$ cat config.mk
export PLATFORM = sky130hd
export DESIGN_NAME = rtc_access_scheduler
export DESIGN_NICKNAME = d
export VERILOG_FILES = /design/src/rtl/rtc_access_scheduler.sv
export SDC_FILE = /design/constraint.sdc
export NUM_CORES = 1
export LEC_CHECK = 0
export ABC_CLOCK_PERIOD_IN_PS = 4200
export CAP_MARGIN = 10
export CELL_PAD_IN_SITES_DETAIL_PLACEMENT = 1
export CELL_PAD_IN_SITES_GLOBAL_PLACEMENT = 2
export CORE_UTILIZATION = 40
export DETAILED_ROUTE_END_ITERATION = 8
export PLACE_DENSITY = 0.8
export REMOVE_ABC_BUFFERS = 1
export SLEW_MARGIN = 25
export SYNTH_ARGS = -nofsm -noshare
export SYNTH_HDL_FRONTEND = slang
export SYNTH_SLANG_ARGS = --single-unit
$ cat constraint.sdc
create_clock -name clk14 -period 4.2 [get_ports clk14]
set_input_delay 0.84 -clock clk14 [delete_from_list [all_inputs] [get_ports clk14]]
set_output_delay 0.84 -clock clk14 [all_outputs]
set_load 0.005 [all_outputs]
$ cat src/rtl/rtc_access_scheduler.sv
// Purpose : arbitrates emulated clock-port reads/writes and a periodic background poll onto one RTC controller handshake.
// Latency : request seen in IDLE -> strobe high next cycle; rtc_ack -> emu_done next cycle; GAP forces >= 2 strobe-low cycles between accesses.
// Backpres: requests are levels held until emu_done; a missing rtc_ack is abandoned after TIMEOUT cycles, so the requester is never stalled forever.
//
// Ports:
//   clk14, reset_n            14 MHz clock, synchronous active-low reset
//   poll_enable               enables the background poll timer
//   emu_read_req/write_req    level requests from the clock-port emulation
//   emu_done, emu_error       one-cycle completion pulse, error = finished by timeout
//   rtc_read, rtc_write       level strobes to the RTC controller
//   rtc_ack                   one-cycle completion pulse from the RTC controller
//   busy                      registered "not IDLE" indication (trails the FSM by one cycle)
//   timeout_err               sticky timeout flag, cleared by the next accepted rtc_ack
`timescale 1ns/1ps
module rtc_access_scheduler #(
  parameter int POLL_PERIOD = 14000000,
  parameter int TIMEOUT     = 2000000
) (
  input  logic clk14,
  input  logic reset_n,
  input  logic poll_enable,
  input  logic emu_read_req,
  input  logic emu_write_req,
  output logic emu_done,
  output logic emu_error,
  output logic rtc_read,
  output logic rtc_write,
  input  logic rtc_ack,
  output logic busy,
  output logic timeout_err
);

  localparam int PW = $clog2(POLL_PERIOD);
  localparam int TW = $clog2(TIMEOUT);
  localparam logic [PW-1:0] POLL_RELOAD = PW'(POLL_PERIOD - 1);
  localparam logic [TW-1:0] TO_LAST     = TW'(TIMEOUT - 1);

  typedef enum logic [2:0] {
    IDLE    = 3'd0,
    EMU_WR  = 3'd1,
    EMU_RD  = 3'd2,
    POLL_RD = 3'd3,
    GAP     = 3'd4
  } state_t;

  state_t        state;
  logic [PW-1:0] poll_timer;
  logic [TW-1:0] to_cnt;
  logic          poll_pending;
  logic          poll_tick;
  logic          pending_clr;

  assign poll_tick = poll_enable && (poll_timer == '0);

  // The pending poll is consumed either by starting the poll itself, or by an
  // emulation read that completed with ack: the shadow registers are fresh.
  always_comb begin
    pending_clr = 1'b0;
    if (state == IDLE && !emu_write_req && !emu_read_req && poll_pending)
      pending_clr = 1'b1;
    if (state == EMU_RD && rtc_ack)
      pending_clr = 1'b1;
  end

  always_ff @(posedge clk14) begin
    if (!reset_n) begin
      state        <= IDLE;
      rtc_read     <= 1'b0;
      rtc_write    <= 1'b0;
      emu_done     <= 1'b0;
      emu_error    <= 1'b0;
      busy         <= 1'b0;
      timeout_err  <= 1'b0;
      poll_timer   <= POLL_RELOAD;
      poll_pending <= 1'b0;
      to_cnt       <= '0;
    end else begin
      emu_done  <= 1'b0;
      emu_error <= 1'b0;
      busy      <= (state != IDLE);

      if (poll_enable)
        poll_timer <= (poll_timer == '0) ? POLL_RELOAD : poll_timer - PW'(1);

      // A new tick wins over a same-cycle clear so a due poll is never lost.
      if (!poll_enable)
        poll_pending <= 1'b0;
      else if (poll_tick)
        poll_pending <= 1'b1;
      else if (pending_clr)
        poll_pending <= 1'b0;

      case (state)
        IDLE: begin
          if (emu_write_req) begin
            state     <= EMU_WR;
            rtc_write <= 1'b1;
            to_cnt    <= '0;
          end else if (emu_read_req) begin
            state    <= EMU_RD;
            rtc_read <= 1'b1;
            to_cnt   <= '0;
          end else if (poll_pending) begin
            state    <= POLL_RD;
            rtc_read <= 1'b1;
            to_cnt   <= '0;
          end
        end

        EMU_WR, EMU_RD, POLL_RD: begin
          if (rtc_ack) begin
            state       <= GAP;
            rtc_read    <= 1'b0;
            rtc_write   <= 1'b0;
            timeout_err <= 1'b0;
            if (state != POLL_RD)
              emu_done <= 1'b1;
          end else if (to_cnt == TO_LAST) begin
            // Abandon the access; the emulation gets an error completion,
            // a background poll simply retries at the next period.
            state       <= GAP;
            rtc_read    <= 1'b0;
            rtc_write   <= 1'b0;
            timeout_err <= 1'b1;
            if (state != POLL_RD) begin
              emu_done  <= 1'b1;
              emu_error <= 1'b1;
            end
          end else begin
            to_cnt <= to_cnt + TW'(1);
          end
        end

        GAP:     state <= IDLE;
        default: state <= IDLE;
      endcase
    end
  end

endmodule
==> results summary, run 1 <==
Setup repair after global routing left no endpoint under its margin. The number of fill cells in the layout is 764. The slew at the pin closest to its max-slew limit came out at around 940 ps. The normalized max-slew margin came out at 37.5%.

The total of max-cap violations came out at 0. The number of synthesized flops with an enable pin is 0. Across every metal layer, demand over resource in global routing totals between 15 and 20%.

In the final design database the tool counted 318 nets. The first global-routing pass estimated between 9000 and 10000 um of wire. In the layout the commonest cells are 55 x dfxtp_1, 30 x nand2_1, 24 x nor2_1. The first detailed-routing pass took 4 iterations.

The area added between synthesis and finish is 8.48%. The HPWL after detailed placement is between 4000 and 5000 um. The total wire length after detailed routing came out at between 5000 and 6000 um. The cell count of the worst reg-to-reg path came out at 6. The number of different library cells in the post-synthesis netlist is 49. The total power consumption of the routed design is around 920 uW. The number of global-route vias before repair is about 2100. After detailed placement, the design holds a cell count of around 380. The share of synthesized flip-flops with an asynchronous set or reset came out at 0%. Entering global routing, the biggest net connects 25 pins. After clock tree synthesis, the clock-pin slew on the worst setup and hold paths is between 100 and 150 ps. The number of antenna diodes in the final layout is 0. The number of DRC violations after detailed routing is 0.

The fraction of met2 tracks used by global routing came out at around a third. Leaving out fill and tap cells, the most frequent cell in the layout is dfxtp_1. The floorplan die area came out at roughly 6900 sq um. The die is 82.8 um tall. For this design, the CTS-stage hold fixing added 0 buffers. Registers take between 1000 and 1500 sq um. For the final database, setup skew stands at around 13 ps. The number of setup buffers added after CTS came out at 0. The most common flop cell mapped by yosys is dfxtp_1. The non-filler instance count after layout is between 300 and 400.

The global route total overflow came out at 0. The post-layout utilization of the core came out at 44.9%. The flow ran to the end, and the final reports show no timing, DRC or antenna violations. The met1 track demand over resource in global routing came out at 22.0%. The total area inside the core boundary comes to ~6300 sq um.

The I/O pin total is 12. The number of resized instances in the post-cts repair step is 0. The detailed router finished its first iteration with 44 violations.

The site row count is 29. Adding up every negative setup slack in the final design gives 0 ps. The number of H-tree levels came out at 2. The starting density of the core is between 40% and 50%. The number of max-slew violations in the final report is 0. The post-detailed-route via-to-cell ratio came out at around 5.6. The required time at the endpoint of the critical path came out at 4400 ps. The routed length per instance came out at about 15 um.

The critical path is of the primary input to flip-flop type. The number of buffers on the longest clock path is 2. The tree is rooted in a clkbuf_8. The minimum setup slack among reg-to-reg paths is 1670 ps. The source-to-sink clock delay at the later pin of the worst-skew pair is ~310 ps.

The arrival time of the worst setup path came out at 3020 ps. The combined area of the multi-input logic cells is between 1000 and 1500 sq um. The number of flip-flops and latches in the synthesized netlist came out at 55. The congestion estimate from routability-driven global placement came to approximately 0.74. After global routing, the most crowded layer is met2. VDD sags by at most between 0.15 and 0.2 mV. Once routing completed, OpenROAD measured the worst setup slack at around 1400 ps. The worst setup path is captured at a flip-flop. Dividing total power by cell area gives a power density of ~320 nW/um^2. Summing the sequential cell areas from Yosys gives 42.2% of the chip area.

In this run the static leakage power is between 0.8 and 0.9 nW. The warning count from the yosys run is 0. The type of origin of the critical path is a primary input. Setup violations remaining at the end of the flow were counted as 0. The minimum clock period after layout came out at about 2800 ps. Prior to clock tree synthesis, the placed netlist has a worst setup slack of between 1000 and 1500 ps.

The remaining number of nets flagged by the antenna check after routing came out at 0. For met3 alone, demand over resource in global routing was a little over 4%. The TritonCTS sink count is 55. The count of final hold-check violations came out at 0.

The share of the cycle needed by the critical path after routing is about 67%. The worst hold path belongs to the class flip-flop to flip-flop. Measured along the x axis, the die boundary spans 82.8 um. The synthesized instance count is just over 300. The post-synthesis instance area came out at 2610 sq um. The number of instances on the worst hold path came out at 2.

The total clock buffers created by CTS came out at 5. The largest driver fanout on the critical path is 11. The number of buffers added on ports came out at 11. The fraction of final layout cells sized beyond drive strength 1 came out at roughly 7.1%. The average footprint of a synthesized cell came out at slightly below 9 sq um. The number of antenna violations at the first check in global routing is 0. The via count is about 2200.

TritonCTS built the clock tree. Static timing analysis puts the maximum clock frequency at between 0.3 and 0.4 GHz.
## worst max-delay path, stage by stage
cell and delay [ps]:
clkdlybuf4s50_1 670, nor4b_2 510, nand3_1 410, nor4_1 360
xnor2_1 160, nand2_1 60
## synthesized netlist by cell type, types with 2 or more instances
cell type	instances	area share, %
dfxtp_1	55	42
nand2_1	30	4.3
nor2_1	24	3.5
or3_1	19	4.6
nand3_1	17	3.3
xnor2_1	17	5.7
a21oi_1	16	3.1
nor3_1	15	2.9
o21ai_0	12	2.3
o21ai_1	12	2.3
nand4_1	8	1.9
nor4_1	7	1.7
xor2_1	7	2.3
clkbuf_1	5	0.72
buf_6	4	1.7
inv_1	4	0.57
and4_1	3	1.0
ha_1	3	1.4
nand3b_1	3	0.86
nor4b_1	3	1.0
a21oi_2	2	0.67
buf_2	2	0.38
nand4b_1	2	0.67
nor2b_1	2	0.48
nor3b_1	2	0.57
o211a_1	2	0.77
o21a_1	2	0.57
or2_2	2	0.48
or4_1	2	0.57
## cell families (layout without fill, tap and decap cells)
family          count (synthesis)  in the layout  share of synthesized area [%]
compound gates                 57             57                           14.1
xor+xnor                       24             24                           8.05
fa+ha+maj                       3              3                           1.44
buf+inv                        15             23                           3.40
flops                          55             55                           42.2
simple gates                  148            148                           30.8
## sequential cells by signal, summed over array words and instances (netlist names)
register	flops
busy	1
emu_done	1
emu_error	1
poll_pending	1
poll_timer	24
rtc_read	1
rtc_write	1
state	3
timeout_err	1
to_cnt	21
## power by group
group / switching, mW / leakage [nW] / internal, mW
Combinational: 0.0509 / 0.390 / 0.0296
Sequential: 0.0101 / 0.445 / 0.530
Clock: 0.181 / 0.0402 / 0.117
## stage by stage
| step | instance area [sq um] | hold WS [ps] |
|---|---|---|
| 2_1_floorplan | 2540 | 449 |
| 3_3_place_gp | 2740 | 469 |
| 3_5_place_dp | 2740 | 479 |
| 4_1_cts | 2830 | 498 |
| 5_1_grt | 2830 | 507 |
| 6_report | 2830 | 497 |
## area by class of cell
class | count | share of cell area, %
Clock buffer | 5 | 2.43
Clock inverter | 3 | 0.707
Inverter | 4 | 0.530
Multi-Input combinational cell | 232 | 50.2
Sequential cell | 55 | 38.9
Tap cell | 77 | 3.40
Timing Repair Buffer | 11 | 3.89
## layer usage
metal	routed length, um	vias to the layer above
li1	-	1098
met1	2690	1041
met2	2810	10
met3	96	8
met4	73	0
met5	0	-
## path summary, 6_finish.rpt
path                                        startpoint                           to
worst max-delay path                       poll_enable  poll_timer[11]$_SDFFE_PN1P_
worst min-delay path            rtc_write$_SDFFE_PN0P_       rtc_write$_SDFFE_PN0P_
worst max register to register  to_cnt[0]$_SDFFE_PN0P_      to_cnt[10]$_SDFFE_PN0P_
worst min register to register  rtc_write$_SDFFE_PN0P_       rtc_write$_SDFFE_PN0P_
Note: power is estimated with default switching activity, not from simulation.
==> run 2: changes to the inputs <==
Settings changed: ABC_CLOCK_PERIOD_IN_PS 4200 to 2800, CORE_UTILIZATION 40 to 37, PLACE_DENSITY 0.8 to 0.74.
Clock period 4.2 ns to 2.8 ns, I/O delays scaled along.
==> results summary, run 2 (synthesized netlist as in run 1, its figures left out) <==
The flow ran to the end, and the final reports show no timing, DRC or antenna violations. The normalized max-slew margin is 44.1% (+6.6 points). The global route total overflow was 0 (unchanged). The final total negative setup slack is 0 ps (unchanged). The critical path is of the flip-flop to flip-flop type. The detailed-routing iteration count for the pre-antenna-repair pass is 4 (unchanged). The total met3 wirelength after detailed routing is 98 um (+2.1%). The number of fill cells in the layout was 803 (+5.1%). The number of setup buffers added after CTS is 0 (unchanged). The share of the cycle needed by the critical path after routing came out at approximately 86%. The I/O pin total came out at 12 (unchanged).

In this run the critical register-to-register path is captured at to_cnt[5]$_SDFFE_PN0P_. The count of final setup violators came to 0 (unchanged). The instance area at placement is 2830 sq um (+3.1%).

The flip-flop count of the largest register, all copies and words added came to 24 (unchanged). The overall die width came out at 86.0 um (+3.9%). The count of final hold-check violations came out at 0 (unchanged).

The number of resized instances in the post-cts repair step came to 0 (unchanged). The antenna diode count came out at 0 (unchanged). The final weighted congestion of routability-driven global placement is 0.725 (-1.8%). The initial DRC count came out at 73 (+66%). For hold timing, the worst endpoint is poll_timer[7]$_SDFFE_PN0P_.

The post-detailed-route via-to-cell ratio came out at 5.23 (-6.1%). The met2 wire length was 2610 um (-7.2%). The HPWL after detailed placement is 4110 um (+1.0%). The global-route wire length before repair is 10000 um (+5.2%). The post-route cell area came to 2950 sq um (+4.0%). The number of DRC violations after detailed routing was 0 (unchanged). The highest metal layer with signal wires is met4.

The worst IR drop on VDD came out at 0.223 mV (+15%). The number of H-tree levels is 2 (unchanged). The total clock buffers created by CTS came out at 5 (unchanged). The largest individual stage delay along the critical path comes from the cell o31ai_4. The cell count of the worst reg-to-reg path came out at 6 (unchanged). Setup repair after global routing left no endpoint under its margin. The area growth from synthesis to layout is 12.8%. The largest driver fanout on the critical path is 24 (+13). Leaving out fill and tap cells, the most frequent cell in the layout is dfxtp_1. The post-layout utilization of the core is 43.4% (-1.5 points). Walking the worst path, the cells encountered are ha_1, inv_1, or4_4, o31ai_4, o21ai_1, a21oi_1. The number of max-slew violations in the final report came out at 0 (unchanged). The total wire length after detailed routing came out at 5700 um (+0.44%).

The clock edge transition at the registers on the reported setup and hold paths was 100 ps (about the same). The power per standard cell area came out at 507 nW/um^2 (+57%). The net total in the final layout came out at 326 (+2.5%). The wire length the detailed router placed on met1 was 2970 um (+10%). The type of the worst min-delay path is flip-flop to flip-flop. The number of antenna violations at the first check in global routing came out at 0 (unchanged). The starting density of the core was 38.4% (-2.9 points).

The number of buffers on the longest clock path was 2 (unchanged). The tree is rooted in a clkbuf_8. TritonCTS built the clock tree. In the layout the commonest cells are 55 x dfxtp_1, 30 x nand2_1, 24 x nor2_1. The worst setup path is launched from a flip-flop. The total of max-cap violations is 0 (unchanged). The minimum clock period after layout came out at between 2000 and 2500 ps. The biggest cell delay along the critical path came out at 770 ps (+100 ps). The arrival time of the worst setup path is 2650 ps (-370 ps). The source-to-sink clock delay at the later pin of the worst-skew pair came out at 300 ps (about the same). The routed length per instance came out at 13.8 um (-6.1%).

The type of element capturing the critical path is a flip-flop. The required time at the endpoint of the critical path came out at 3030 ps (-1370 ps). The slew at the pin closest to its max-slew limit is 839 ps (-98.5 ps). The remaining number of nets flagged by the antenna check after routing came out at 0 (unchanged). The fraction of final layout cells sized beyond drive strength 1 is 9.43% (+2.3 points). The maximum clock frequency came out at between 0.4 and 0.5 GHz.

Tracing the worst setup path back leads to its startpoint at to_cnt[0]$_SDFFE_PN0P_. In this run the most critical hold path is launched from poll_timer[7]$_SDFFE_PN0P_. The setup skew after layout came out at 9.23 ps (-3.91 ps). The total of hold buffers inserted after clock tree synthesis came out at 0 (unchanged). The overall die height is 86.0 um (+3.9%). The via count was 2166 (+0.42%). In the final layout, the registers with the most flip-flops are poll_timer: 24 flops, to_cnt: 21 flops, state: 3 flops. The global-route usage over all layers is 16.8% (-1.4 points).

The number of buffers added on ports is 11 (unchanged). The core region area came out at 6790 sq um (+7.6%). The leakage dissipation is 0.936 nW (+6.9%). The number of global-route vias before repair is 2106 (+0.81%). The site row count came out at 30 (+3.4%). Ranked by flip-flop count, first place goes to poll_timer.

The TritonCTS sink count came to 55 (unchanged). The minimum setup slack among reg-to-reg paths came out at 380 ps (-1290 ps). The floorplan die area is 7400 sq um (+7.9%).

The number of instances on the worst hold path is 2 (unchanged). The worst register-to-register path begins at to_cnt[0]$_SDFFE_PN0P_. The pin count of the biggest net entering global routing was 25 (unchanged).
-- run 2: routing by layer --
layer  vias to the layer above  GRT usage [%]
li1                       1119              -
met1                      1035           24.1
met2                        10           26.4
met3                         2           3.18
met4                         0           3.18
met5                         -              0
-- run 2: final cells by class --
cell class / count / area [sq um] / area share, %
multi-input combinational: 232 / 1420 / 48.3
timing repair buffer: 19 / 170 / 5.78
clock inverter: 2 / 35.0 / 1.19
sequential: 55 / 1100 / 37.4
inverter: 4 / 15.0 / 0.510
clock buffer: 6 / 82.6 / 2.80
tap: 96 / 120 / 4.08
-- run 2: worst max-delay path by stage --
stage / end / slack, ps / cells after the start
global placement: to_cnt[11]$_SDFFE_PN0P_ / 340 / 6
CTS: to_cnt[5]$_SDFFE_PN0P_ / 330 / 6
finish: to_cnt[5]$_SDFFE_PN0P_ / 380 / 6
detailed placement: to_cnt[4]$_SDFFE_PN0P_ / 260 / 6
floorplan: to_cnt[10]$_SDFFE_PN0P_ / 650 / 6
global route: to_cnt[9]$_SDFFE_PN0P_ / 150 / 6
-- run 2: stage by stage --
step	total power, mW	cells	hold slack [ps]	worst slack (ps)
floorplan	0.897	291	449	647
global placement	0.959	406	469	339
detailed placement	0.961	406	475	260
CTS	1.53	414	495	330
global route	1.57	414	530	147
finish	1.49	414	491	384
-- run 2: where the power goes --
| part | switching, mW | leakage [nW] | internal [mW] |
|---|---|---|---|
| Sequential | 0.0129 | 0.445 | 0.794 |
| Clock | 0.265 | 0.0612 | 0.290 |
| Combinational | 0.0784 | 0.429 | 0.0538 |
| Total | 0.356 | 0.936 | 1.14 |
-- run 2: worst max-delay path, delay by kind of cell, from the launching register on --
family	cells	cell delay [ps]
compound gates	3	1110
simple gates	1	580
flops	1	350
fa+ha+maj	1	210
buf+inv	1	100
==> run 3: changes to the inputs <==
Settings changed: CORE_ASPECT_RATIO set to 1.2.
==> results summary, run 3 (synthesized netlist as in run 1, its figures left out) <==
The flow ran to the end, and the final reports show no timing, DRC or antenna violations. The TritonCTS sink count is 55 (unchanged). The site row count came out at 33 (+10%). In the final layout, the registers with the most flip-flops are poll_timer: 24 flops, to_cnt: 21 flops, state: 3 flops. The global route total overflow came out at 0 (unchanged). The via count is 2201 (+1.6%). The antenna diode count was 0 (unchanged). The critical path goes through ha_1, inv_1, or4_4, o31ai_4, or3_1, a21oi_2. The minimum clock period after layout came to 2490 ps (+75.9 ps). The arrival time of the worst setup path came out at 2700 ps (+50 ps).

The type of the worst min-delay path is flip-flop to flip-flop. The number of buffers added on ports came out at 11 (unchanged). The I/O pin total is 12 (unchanged). The total wire length after detailed routing is 6020 um (+5.6%). Tracing the worst setup path back leads to its startpoint at to_cnt[1]$_SDFFE_PN0P_. The area added between synthesis and finish came out at 11.9%. The biggest cell delay along the critical path is 760 ps (about the same). The total of hold buffers inserted after clock tree synthesis came to 0 (unchanged).

The logic depth of the worst path, buffers included came to 6 (unchanged). The overall die width came out at 78.7 um (-8.5%). The flip-flop count of the largest register, all copies and words added is 24 (unchanged). The number of antenna violations at the first check in global routing came out at 0 (unchanged). TritonCTS built the clock tree. The type of element capturing the critical path is a flip-flop. The post-detailed-route via-to-cell ratio came out at 5.45 (+4.1%).

On the critical path, the stage with the largest delay is an instance of o31ai_4. The core region area is 6810 sq um (+0.28%). The clock root buffer is clkbuf_8. The count of final hold-check violations came out at 0 (unchanged). The combined area of the multi-input logic cells is 1420 sq um (unchanged). The pin count of the biggest net entering global routing is 25 (unchanged). The normalized max-slew margin was 44.3% (+0.20 points). The required time at the endpoint of the critical path was 3010 ps (-20 ps). The maximum clock frequency is 0.401 GHz (-3.0%). The fraction of final layout cells sized beyond drive strength 1 is 9.15% (-0.29 points). The leakage dissipation came out at 0.927 nW (-0.91%). The number of setup buffers added after CTS is 0 (unchanged).

The number of resized instances in the post-cts repair step came out at 0 (unchanged). The number of fill cells in the layout is 834 (+3.9%). The setup skew after layout was 13.1 ps (+3.87 ps). The largest delay contributor family on the critical path is compound AO/OA/AOI/OAI gates. The overall die height came out at 94.0 um (+9.3%).

The detailed-routing iteration count for the pre-antenna-repair pass is 4 (unchanged). The endpoint of the worst register-to-register path is to_cnt[10]$_SDFFE_PN0P_. The number of DRC violations after detailed routing is 0 (unchanged). The worst setup path is of the flip-flop to flip-flop kind. The total of max-cap violations was 0 (unchanged). The source-to-sink clock delay at the later pin of the worst-skew pair came out at 310 ps (about the same).

The worst hold slack came out at 489 ps (-2.57 ps). The power per standard cell area came out at 506 nW/um^2 (-0.18%). The largest driver fanout on the critical path came out at 24 (unchanged). The number of H-tree levels came out at 2 (unchanged). The remaining number of nets flagged by the antenna check after routing came out at 0 (unchanged).

The number of global-route vias before repair came out at 2172 (+3.1%). The net total in the final layout is 325 (-0.31%). The footprint of the flip-flops and latches is 1100 sq um (unchanged). The cell count of the worst reg-to-reg path came out at 6 (unchanged). The worst flop-to-flop path startpoint is to_cnt[1]$_SDFFE_PN0P_. The number of buffers on the longest clock path is 2 (unchanged). The clock edge transition at the registers on the reported setup and hold paths was 110 ps (about the same). The routed length per instance came out at 14.9 um (+8.2%). The floorplan die area is 7400 sq um (about the same).

The worst IR drop on VDD is 0.282 mV (+27%). The initial DRC count came to 60 (-18%). The total clock buffers created by CTS is 5 (unchanged). The number of buffer and inverter instances along the worst setup path is 1 (unchanged).

More flip-flops sit in one register than any other, and that register is poll_timer. The count of final setup violators is 0 (unchanged). The starting density of the core came out at 38.3% (-0.11 points). The global-route wire length before repair is 10400 um (+3.4%). The final weighted congestion of routability-driven global placement is 0.742 (+2.4%). The share of the cycle needed by the critical path after routing is 89.0% (+2.7 points).

The non-filler instance count after layout is 404 (-2.4%). The HPWL after detailed placement came out at 4380 um (+6.6%). The worst setup path is launched from a flip-flop.

The minimum setup slack among reg-to-reg paths came to 310 ps (-80 ps). The global-route usage over all layers is 17.9% (+1.1 points). The end point of the critical path is to_cnt[10]$_SDFFE_PN0P_.

Setup repair after global routing left no endpoint under its margin. The number of max-slew violations in the final report came out at 0 (unchanged). The post-placement cell count is 396 (-2.5%).

The total power consumption of the routed design is 1.48 mW (-0.99%). The library cells used most frequently in the layout, excluding fill and tap cells, are 55 x dfxtp_1, 30 x nand2_1, 24 x nor2_1. The commonest non-fill, non-tap cell in the layout is dfxtp_1.

The slew at the pin closest to its max-slew limit came out at 836 ps (-3.05 ps). The final total negative setup slack came out at 0 ps (unchanged).
[run 3: cell count changes in the layout (fill, tap and decap cells not counted)]
cell,before,now
clkinv_4,0,1
buf_4,8,7
clkbuf_8,6,5
[run 3: how the worst min path moves through the flow]
| stage | slack (ps) | from | end | cells after the start |
|---|---|---|---|---|
| 4_1_cts | 490 | poll_timer[7]$_SDFFE_PN0P_ | poll_timer[7]$_SDFFE_PN0P_ | 2 |
| 3_5_place_dp | 480 | poll_timer[7]$_SDFFE_PN0P_ | poll_timer[7]$_SDFFE_PN0P_ | 2 |
| 5_1_grt | 520 | poll_timer[7]$_SDFFE_PN0P_ | poll_timer[7]$_SDFFE_PN0P_ | 2 |
| 6_report | 490 | poll_timer[7]$_SDFFE_PN0P_ | poll_timer[7]$_SDFFE_PN0P_ | 2 |
| 3_3_place_gp | 470 | poll_timer[20]$_SDFFE_PN1P_ | poll_timer[20]$_SDFFE_PN1P_ | 2 |
| 2_1_floorplan | 450 | poll_timer[7]$_SDFFE_PN0P_ | poll_timer[7]$_SDFFE_PN0P_ | 2 |
[run 3: metal layers]
layer	track usage [%]	wire length [um]	part of all wire, %
met4	4.63	61	1.0
met5	0	0	0
met1	21.4	2690	45
met2	32.8	3200	53
met3	2.91	71	1.2
[run 3: area by class of cell]
| cell class | instances | area share, % |
|---|---|---|
| tap | 87 | 3.73 |
| multi-input combinational | 232 | 48.7 |
| timing repair buffer | 18 | 5.57 |
| sequential | 55 | 37.7 |
| clock inverter | 3 | 1.50 |
| inverter | 4 | 0.514 |
| clock buffer | 5 | 2.36 |
[run 3: worst reg2reg max path, cell delays in order, from the launching register on]
cell and delay, ps:
dfxtp_1 420, ha_1 240, inv_1 110, or4_4 570, o31ai_4 760, or3_1 230, a21oi_2 50
[run 3: per-stage QoR]
stage / util, % / instance area, sq um / setup WS [ps]
3_3_place_gp: 41.2 / 2810 / 317
6_report: 42.9 / 2920 / 308
5_1_grt: 42.9 / 2920 / 81.9
2_1_floorplan: - / 2540 / 647
4_1_cts: 42.9 / 2920 / 271
3_5_place_dp: 41.2 / 2810 / 255
[run 3: report_power, final]
part	switching [mW]	total, mW	leakage (nW)	internal (mW)
logic	0.0796	0.133	0.424	0.0534
clock network	0.271	0.538	0.0581	0.267
registers	0.0139	0.808	0.445	0.794
total	0.365	1.48	0.927	1.11
